## config.mk

```make
export PLATFORM = sky130hd
export DESIGN_NAME = pixel_stream_receiver
export DESIGN_NICKNAME = d
export VERILOG_FILES = /design/src/rtl/ima_pkg.sv /design/src/rtl/raster_counter.sv /design/src/rtl/pixel_stream_receiver.sv
export SDC_FILE = /design/constraint.sdc
export NUM_CORES = 1
export LEC_CHECK = 0
export CAP_MARGIN = 25
export CORE_AREA = 4 4 70 72
export CTS_BUF_LIST = sky130_fd_sc_hd__clkbuf_4 sky130_fd_sc_hd__clkbuf_8
export DETAILED_ROUTE_END_ITERATION = 8
export DIE_AREA = 0 0 74 76
export PLACE_DENSITY = 0.93
export SYNTH_ARGS = -nofsm -noshare
export SYNTH_HDL_FRONTEND = slang
export SYNTH_SLANG_ARGS = --single-unit
```

## constraint.sdc

```tcl
create_clock -name clk -period 4.9 [get_ports clk]
set_input_delay 0.98 -clock clk [delete_from_list [all_inputs] [get_ports clk]]
set_output_delay 0.98 -clock clk [all_outputs]
set_load 0.01 [all_outputs]
```

## src/rtl/ima_pkg.sv

```systemverilog
// Shared definitions for the image pixel path: frame geometry, field widths,
// receiver state encoding and the stream sync nibble.
package ima_pkg;

    localparam int IMG_ROWS = 240;
    localparam int IMG_COLS = 320;
    localparam int ROW_W    = 8;
    localparam int COL_W    = 9;
    localparam int PIX_W    = 12;

    localparam logic [3:0] SYNC_NIBBLE = 4'hA;

    typedef enum logic [1:0] {
        ST_IDLE = 2'd0,
        ST_HI   = 2'd1,
        ST_LO   = 2'd2
    } rx_state_e;

    // RGB444 pixel from the red nibble of the high byte and the {g,b} low byte.
    function automatic logic [PIX_W-1:0] make_pixel(input logic [3:0] red, input logic [7:0] lo);
        return {red, lo};
    endfunction

endpackage

```

## src/rtl/raster_counter.sv

```systemverilog
// Row/column raster position counter with line wrap, frame wrap and a
// last-pixel flag; shared by the transfer and VGA paths.
module raster_counter import ima_pkg::*; #(
    parameter int ROWS = IMG_ROWS,
    parameter int COLS = IMG_COLS
) (
    input  logic             clk,
    input  logic             reset,
    input  logic             i_clear,
    input  logic             i_advance,
    output logic [ROW_W-1:0] o_row,
    output logic [COL_W-1:0] o_col,
    output logic             o_last
);

    localparam logic [ROW_W-1:0] LAST_ROW = ROW_W'(ROWS - 1);
    localparam logic [COL_W-1:0] LAST_COL = COL_W'(COLS - 1);

    logic [ROW_W-1:0] r_row;
    logic [COL_W-1:0] r_col;
    logic             w_col_end;

    assign w_col_end = (r_col == LAST_COL);
    assign o_last    = w_col_end && (r_row == LAST_ROW);
    assign o_row     = r_row;
    assign o_col     = r_col;

    // Position update: clear wins over advance; the last pixel wraps both axes.
    always_ff @(posedge clk or posedge reset) begin
        if (reset) begin
            r_row <= {ROW_W{1'b0}};
            r_col <= {COL_W{1'b0}};
        end else if (i_clear) begin
            r_row <= {ROW_W{1'b0}};
            r_col <= {COL_W{1'b0}};
        end else if (i_advance) begin
            if (o_last) begin
                r_row <= {ROW_W{1'b0}};
                r_col <= {COL_W{1'b0}};
            end else if (w_col_end) begin
                r_row <= r_row + ROW_W'(1);
                r_col <= {COL_W{1'b0}};
            end else begin
                r_row <= r_row;
                r_col <= r_col + COL_W'(1);
            end
        end else begin
            r_row <= r_row;
            r_col <= r_col;
        end
    end

endmodule

```

## src/rtl/pixel_stream_receiver.sv

```systemverilog
// Reassembles RGB444 pixels from a two-byte-per-pixel stream and presents them
// with raster coordinates behind a valid/ready output register.
module pixel_stream_receiver #(
    parameter int IMG_ROWS = ima_pkg::IMG_ROWS,
    parameter int IMG_COLS = ima_pkg::IMG_COLS
) (
    input  logic                     clk,
    input  logic                     reset,
    input  logic                     sof,
    input  logic [7:0]               in_data,
    input  logic                     in_valid,
    output logic                     in_ready,
    output logic [ima_pkg::PIX_W-1:0] pixel_out,
    output logic [ima_pkg::ROW_W-1:0] pix_row,
    output logic [ima_pkg::COL_W-1:0] pix_col,
    output logic                     out_valid,
    input  logic                     out_ready,
    output logic                     frame_done,
    output logic                     sync_err
);
    import ima_pkg::*;

    rx_state_e        r_state;
    logic [3:0]       r_red;
    logic [PIX_W-1:0] r_pixel;
    logic [ROW_W-1:0] r_row;
    logic [COL_W-1:0] r_col;
    logic             r_out_valid;
    logic             r_last_held;
    logic             r_frame_done;
    logic             r_sync_err;

    logic             w_accept;
    logic             w_take;
    logic             w_advance;
    logic [ROW_W-1:0] w_cnt_row;
    logic [COL_W-1:0] w_cnt_col;
    logic             w_cnt_last;

    assign in_ready   = !r_out_valid || out_ready;
    assign w_accept   = in_valid && in_ready && !sof;
    assign w_take     = r_out_valid && out_ready;
    assign w_advance  = (r_state == ST_LO) && w_accept;

    assign pixel_out  = r_pixel;
    assign pix_row    = r_row;
    assign pix_col    = r_col;
    assign out_valid  = r_out_valid;
    assign frame_done = r_frame_done;
    assign sync_err   = r_sync_err;

    raster_counter #(
        .ROWS (IMG_ROWS),
        .COLS (IMG_COLS)
    ) u_raster (
        .clk       (clk),
        .reset     (reset),
        .i_clear   (sof),
        .i_advance (w_advance),
        .o_row     (w_cnt_row),
        .o_col     (w_cnt_col),
        .o_last    (w_cnt_last)
    );

    // Receive FSM and output register. Later assignments win, so a pixel loaded
    // in the same cycle as an acceptance keeps out_valid high.
    always_ff @(posedge clk or posedge reset) begin
        if (reset) begin
            r_state      <= ST_IDLE;
            r_red        <= 4'h0;
            r_pixel      <= {PIX_W{1'b0}};
            r_row        <= {ROW_W{1'b0}};
            r_col        <= {COL_W{1'b0}};
            r_out_valid  <= 1'b0;
            r_last_held  <= 1'b0;
            r_frame_done <= 1'b0;
            r_sync_err   <= 1'b0;
        end else begin
            r_frame_done <= 1'b0;
            if (w_take) begin
                r_out_valid <= 1'b0;
                if (r_last_held) begin
                    r_frame_done <= 1'b1;
                    r_last_held  <= 1'b0;
                end
            end
            if (sof) begin
                r_state    <= ST_HI;
                r_sync_err <= 1'b0;
            end else begin
                case (r_state)
                    ST_IDLE: begin
                        r_state <= ST_IDLE;
                    end
                    ST_HI: begin
                        if (w_accept) begin
                            if (in_data[7:4] == SYNC_NIBBLE) begin
                                r_red   <= in_data[3:0];
                                r_state <= ST_LO;
                            end else begin
                                r_sync_err <= 1'b1;
                            end
                        end
                    end
                    ST_LO: begin
                        if (w_accept) begin
                            r_pixel     <= make_pixel(r_red, in_data);
                            r_row       <= w_cnt_row;
                            r_col       <= w_cnt_col;
                            r_out_valid <= 1'b1;
                            r_last_held <= w_cnt_last;
                            r_state     <= w_cnt_last ? ST_IDLE : ST_HI;
                        end
                    end
                    default: begin
                        r_state <= ST_IDLE;
                    end
                endcase
            end
        end
    end

endmodule
```

==> results by group <==
Outcome
  – Status: completed

GRT
  – GRT Total Usage: 0.196
  – Vias in the first global route: 1,942
  – Largest net degree at the start of global routing: 38
  – Initial antenna violation count: 0
  – First-pass GRT wire length: 8.76 mm
  – GRT overflow: 0

Power
  – PwrDens: 267 mW/mm^2
  – Total power draw: 814 uW
  – Leakage: 1.47 nW
  – VDD IR-drop max: 181 uV

Route
  – Routed Antenna Nets: 0
  – Met3 wire length: 330 um
  – Top routing layer used: met4
  – Wl on met1: 2.26 mm
  – Routed wire per std cell: 14.5 um
  – DR iter-0 viols: 153
  – Via density: 5.43
  – Met2 WL: 2.50 mm
  – Vias: 1,943
  – Drt total wl: 5.19 mm
  – DRT Pass-1 Iters: 4
  – Remaining DRCs: 0

CTS
  – CTS H-Tree Depth: 2
  – CTS Hold Bufs: 0
  – Num CTS Buffers: 5
  – CTS tree: built
  – Root buffer cell: clkbuf_8
  – Clock Path Buffers: 2
  – Clk_lat worst skew: 0.31 ns
  – Postcts setup bufs: 0
  – Sinks on Clock Net: 56
  – Post_cts resized: 0
  – Clock Pin Slew Worst Setup and Hold Paths: 0.09 ns

Place
  – Post-Place Cells: 350
  – Dpl ws: 1.50 ns
  – Hpwl dp: 3.59 mm
  – IO Port Bufs: 45
  – Gpl congestion: 0.766

Floorplanning
  – Height of the die: 76 um
  – Core area: 0.00429 mm^2
  – I/O pin total: 46
  – Std cell rows: 24
  – Initial Util: 0.570
  – DIE WIDTH: 74 um
  – Die area: 0.00562 mm^2

Setup path
  – Arrival time worst endpoint: 2.45 ns
  – Worst reg2reg path depth: 6
  – Critical path required time: 3.92 ns
  – Worst Setup End Kind: primary output
  – Worst path max stage delay: 0.51 ns
  – Crit-path most repeated cell: clkdlybuf4s50_1
  – CP max FO: 4
  – Critical path type: in2out
  – CP max-delay cell: clkdlybuf4s50_1
  – Crit path cell chain: clkdlybuf4s50_1, nor2b_1, inv_1, clkdlybuf4s50_1
  – Crit path launch type: input port

STA
  – Max-slew violation count: 0
  – Setup TNS: 0 ns
  – Final WS setup: 1.47 ns
  – Worst-Margin Slew: 0.647 ns
  – # setup viols final: 0
  – Peak Freq: 0.292 GHz
  – Min Hold Slack: 0.468 ns
  – Final min period: 3.43 ns
  – Clk_skew: 0.00351 ns
  – RSZ-0062 raised after global routing: no
  – Fin. Hold Viols: 0
  – Crit share post-route: 0.699
  – Slew headroom: 0.568

Finish
  – Total Nets Final: 320
  – Area Growth Syn to Fin: 24.6%
  – Final std cells w/o fill: 358
  – Ant. Diodes: 0
  – FILL cells: 344
  – Share of cells above drive strength 1: 0.0588

Min path
  – Hold path cells: 2
  – HP Class: reg2reg

Logic synthesis
  – Post-synth cell types: 36
  – Post-synthesis register bit count: 56
  – Sequential element share of the synthesized area: 0.573
  – Synth Instances: 260
  – Ys Warns: 0
  – Synth Area per Inst: 9.41 um^2
  – Synth Cell Area: 0.00245 mm^2
  – Syn nets: 275

Run
  – Maxcap violations: 0
## layer usage
layer | track usage | vias up
met4 | 0.0707 | 0
met5 | 0 | -
li1 | - | 944
met3 | 0.0475 | 11
met2 | 0.316 | 67
met1 | 0.253 | 921
## synthesized netlist by cell type, drive strengths merged
cell | n | area (um^2)
a31oi | 3 | 18.8
inv | 5 | 18.8
nor4b | 2 | 32.5
nor3b | 2 | 15.0
nand4b | 2 | 17.5
nand3 | 11 | 55.1
nor3 | 4 | 20.0
and4 | 1 | 8.76
nor2b | 4 | 25.0
buf | 5 | 27.5
clkbuf | 5 | 18.8
dfrtp | 56 | 1400
xnor2 | 7 | 61.3
xor2 | 1 | 8.76
o31ai | 1 | 7.51
nor4 | 1 | 6.26
nand2 | 94 | 360
nor2 | 17 | 63.8
and2b | 1 | 7.51
and3 | 4 | 25.0
nand3b | 1 | 7.51
a21oi | 8 | 40.0
mux2i | 2 | 20.0
ha | 2 | 25.0
nand4 | 1 | 6.26
or4b | 2 | 20.0
or4 | 1 | 7.51
or3 | 1 | 6.26
o21ai | 7 | 35.0
o22ai | 1 | 6.26
nor4bb | 1 | 10.0
mux2 | 4 | 45.0
nand2b | 3 | 18.8
## stage by stage
| step | util | instance area, um^2 |
|---|---|---|
| after CTS | 0.710 | 3050 |
| after floorplan | - | 2450 |
| after detailed placement | 0.684 | 2940 |
| final | 0.710 | 3050 |
| after global routing | 0.710 | 3050 |
| after global placement | 0.684 | 2940 |
## power breakdown
part / internal, mW / total, mW / leakage [nW] / switching, mW
Sequential: 0.470 / 0.474 / 0.772 / 0.00425
Clock: 0.157 / 0.301 / 0.0586 / 0.143
Combinational: 0.0184 / 0.0392 / 0.638 / 0.0208
## critical path: cells and delay by family
kind          cells  cell delay [ns]
buf+inv           3             1.11
simple gates      1             0.35
## cell type report
cell class	instances	area, um^2	share of cell area
Tap cell	52	65.1	0.0213
Timing Repair Buffer	48	473	0.155
Clock inverter	2	35.0	0.0115
Sequential cell	56	1400	0.459
Multi-Input combinational cell	189	981	0.322
Clock buffer	6	76.3	0.0250
Inverter	5	18.8	0.00615
## state kept, by name, summed over array words and instances (netlist names), 2 cells and up
name and cells:
u_raster.o_col 9, pix_row 8, u_raster.o_row 8, r_state 2
pixel_out 12, r_red 4, pix_col 9
## cells in the final DEF (no fill, tap or decap), drive strengths merged
cell,Yosys,layout
and3,4,4
or4b,2,2
buf,5,3
o22ai,1,1
nor4b,2,2
bufinv,0,1
nand3,11,11
xnor2,7,7
nor4bb,1,1
xor2,1,1
nand2,94,94
nand2b,3,3
dfrtp,56,56
nor3,4,4
a31oi,3,3
a21oi,8,8
clkdlybuf4s50,0,45
nor2,17,17
nor2b,4,4
nor4,1,1
ha,2,2
clkbuf,5,6
o31ai,1,1
or3,1,1
nor3b,2,2
nand4,1,1
nand4b,2,2
nand3b,1,1
clkinv,0,1
or4,1,1
mux2,4,4
o21ai,7,7
mux2i,2,2
and2b,1,1
and4,1,1
inv,5,5
## cell families after synthesis
| logic type | Yosys count | share of synthesized area |
|---|---|---|
| xor+xnor | 8 | 0.0286 |
| compound gates | 20 | 0.0440 |
| flops | 56 | 0.573 |
| buf+inv | 15 | 0.0266 |
| simple gates | 153 | 0.291 |
| mux | 6 | 0.0266 |
| fa+ha+maj | 2 | 0.0102 |
## worst paths after layout
| kind | start | endpoint | slack [ns] |
|---|---|---|---|
| worst max-delay path | out_ready | in_ready | 1.47 |
| worst min-delay path | r_red[3] | pixel_out[11] | 0.47 |
| worst max register to register | r_state[0] | u_raster.o_row[6] | 2.75 |
| worst min register to register | r_red[3] | pixel_out[11] | 0.47 |
| max in group asynchronous | reset | u_raster.o_row[3] | 3.11 |
| min in group asynchronous | reset | frame_done | 0.98 |
Power figures use the tool's default switching activity.
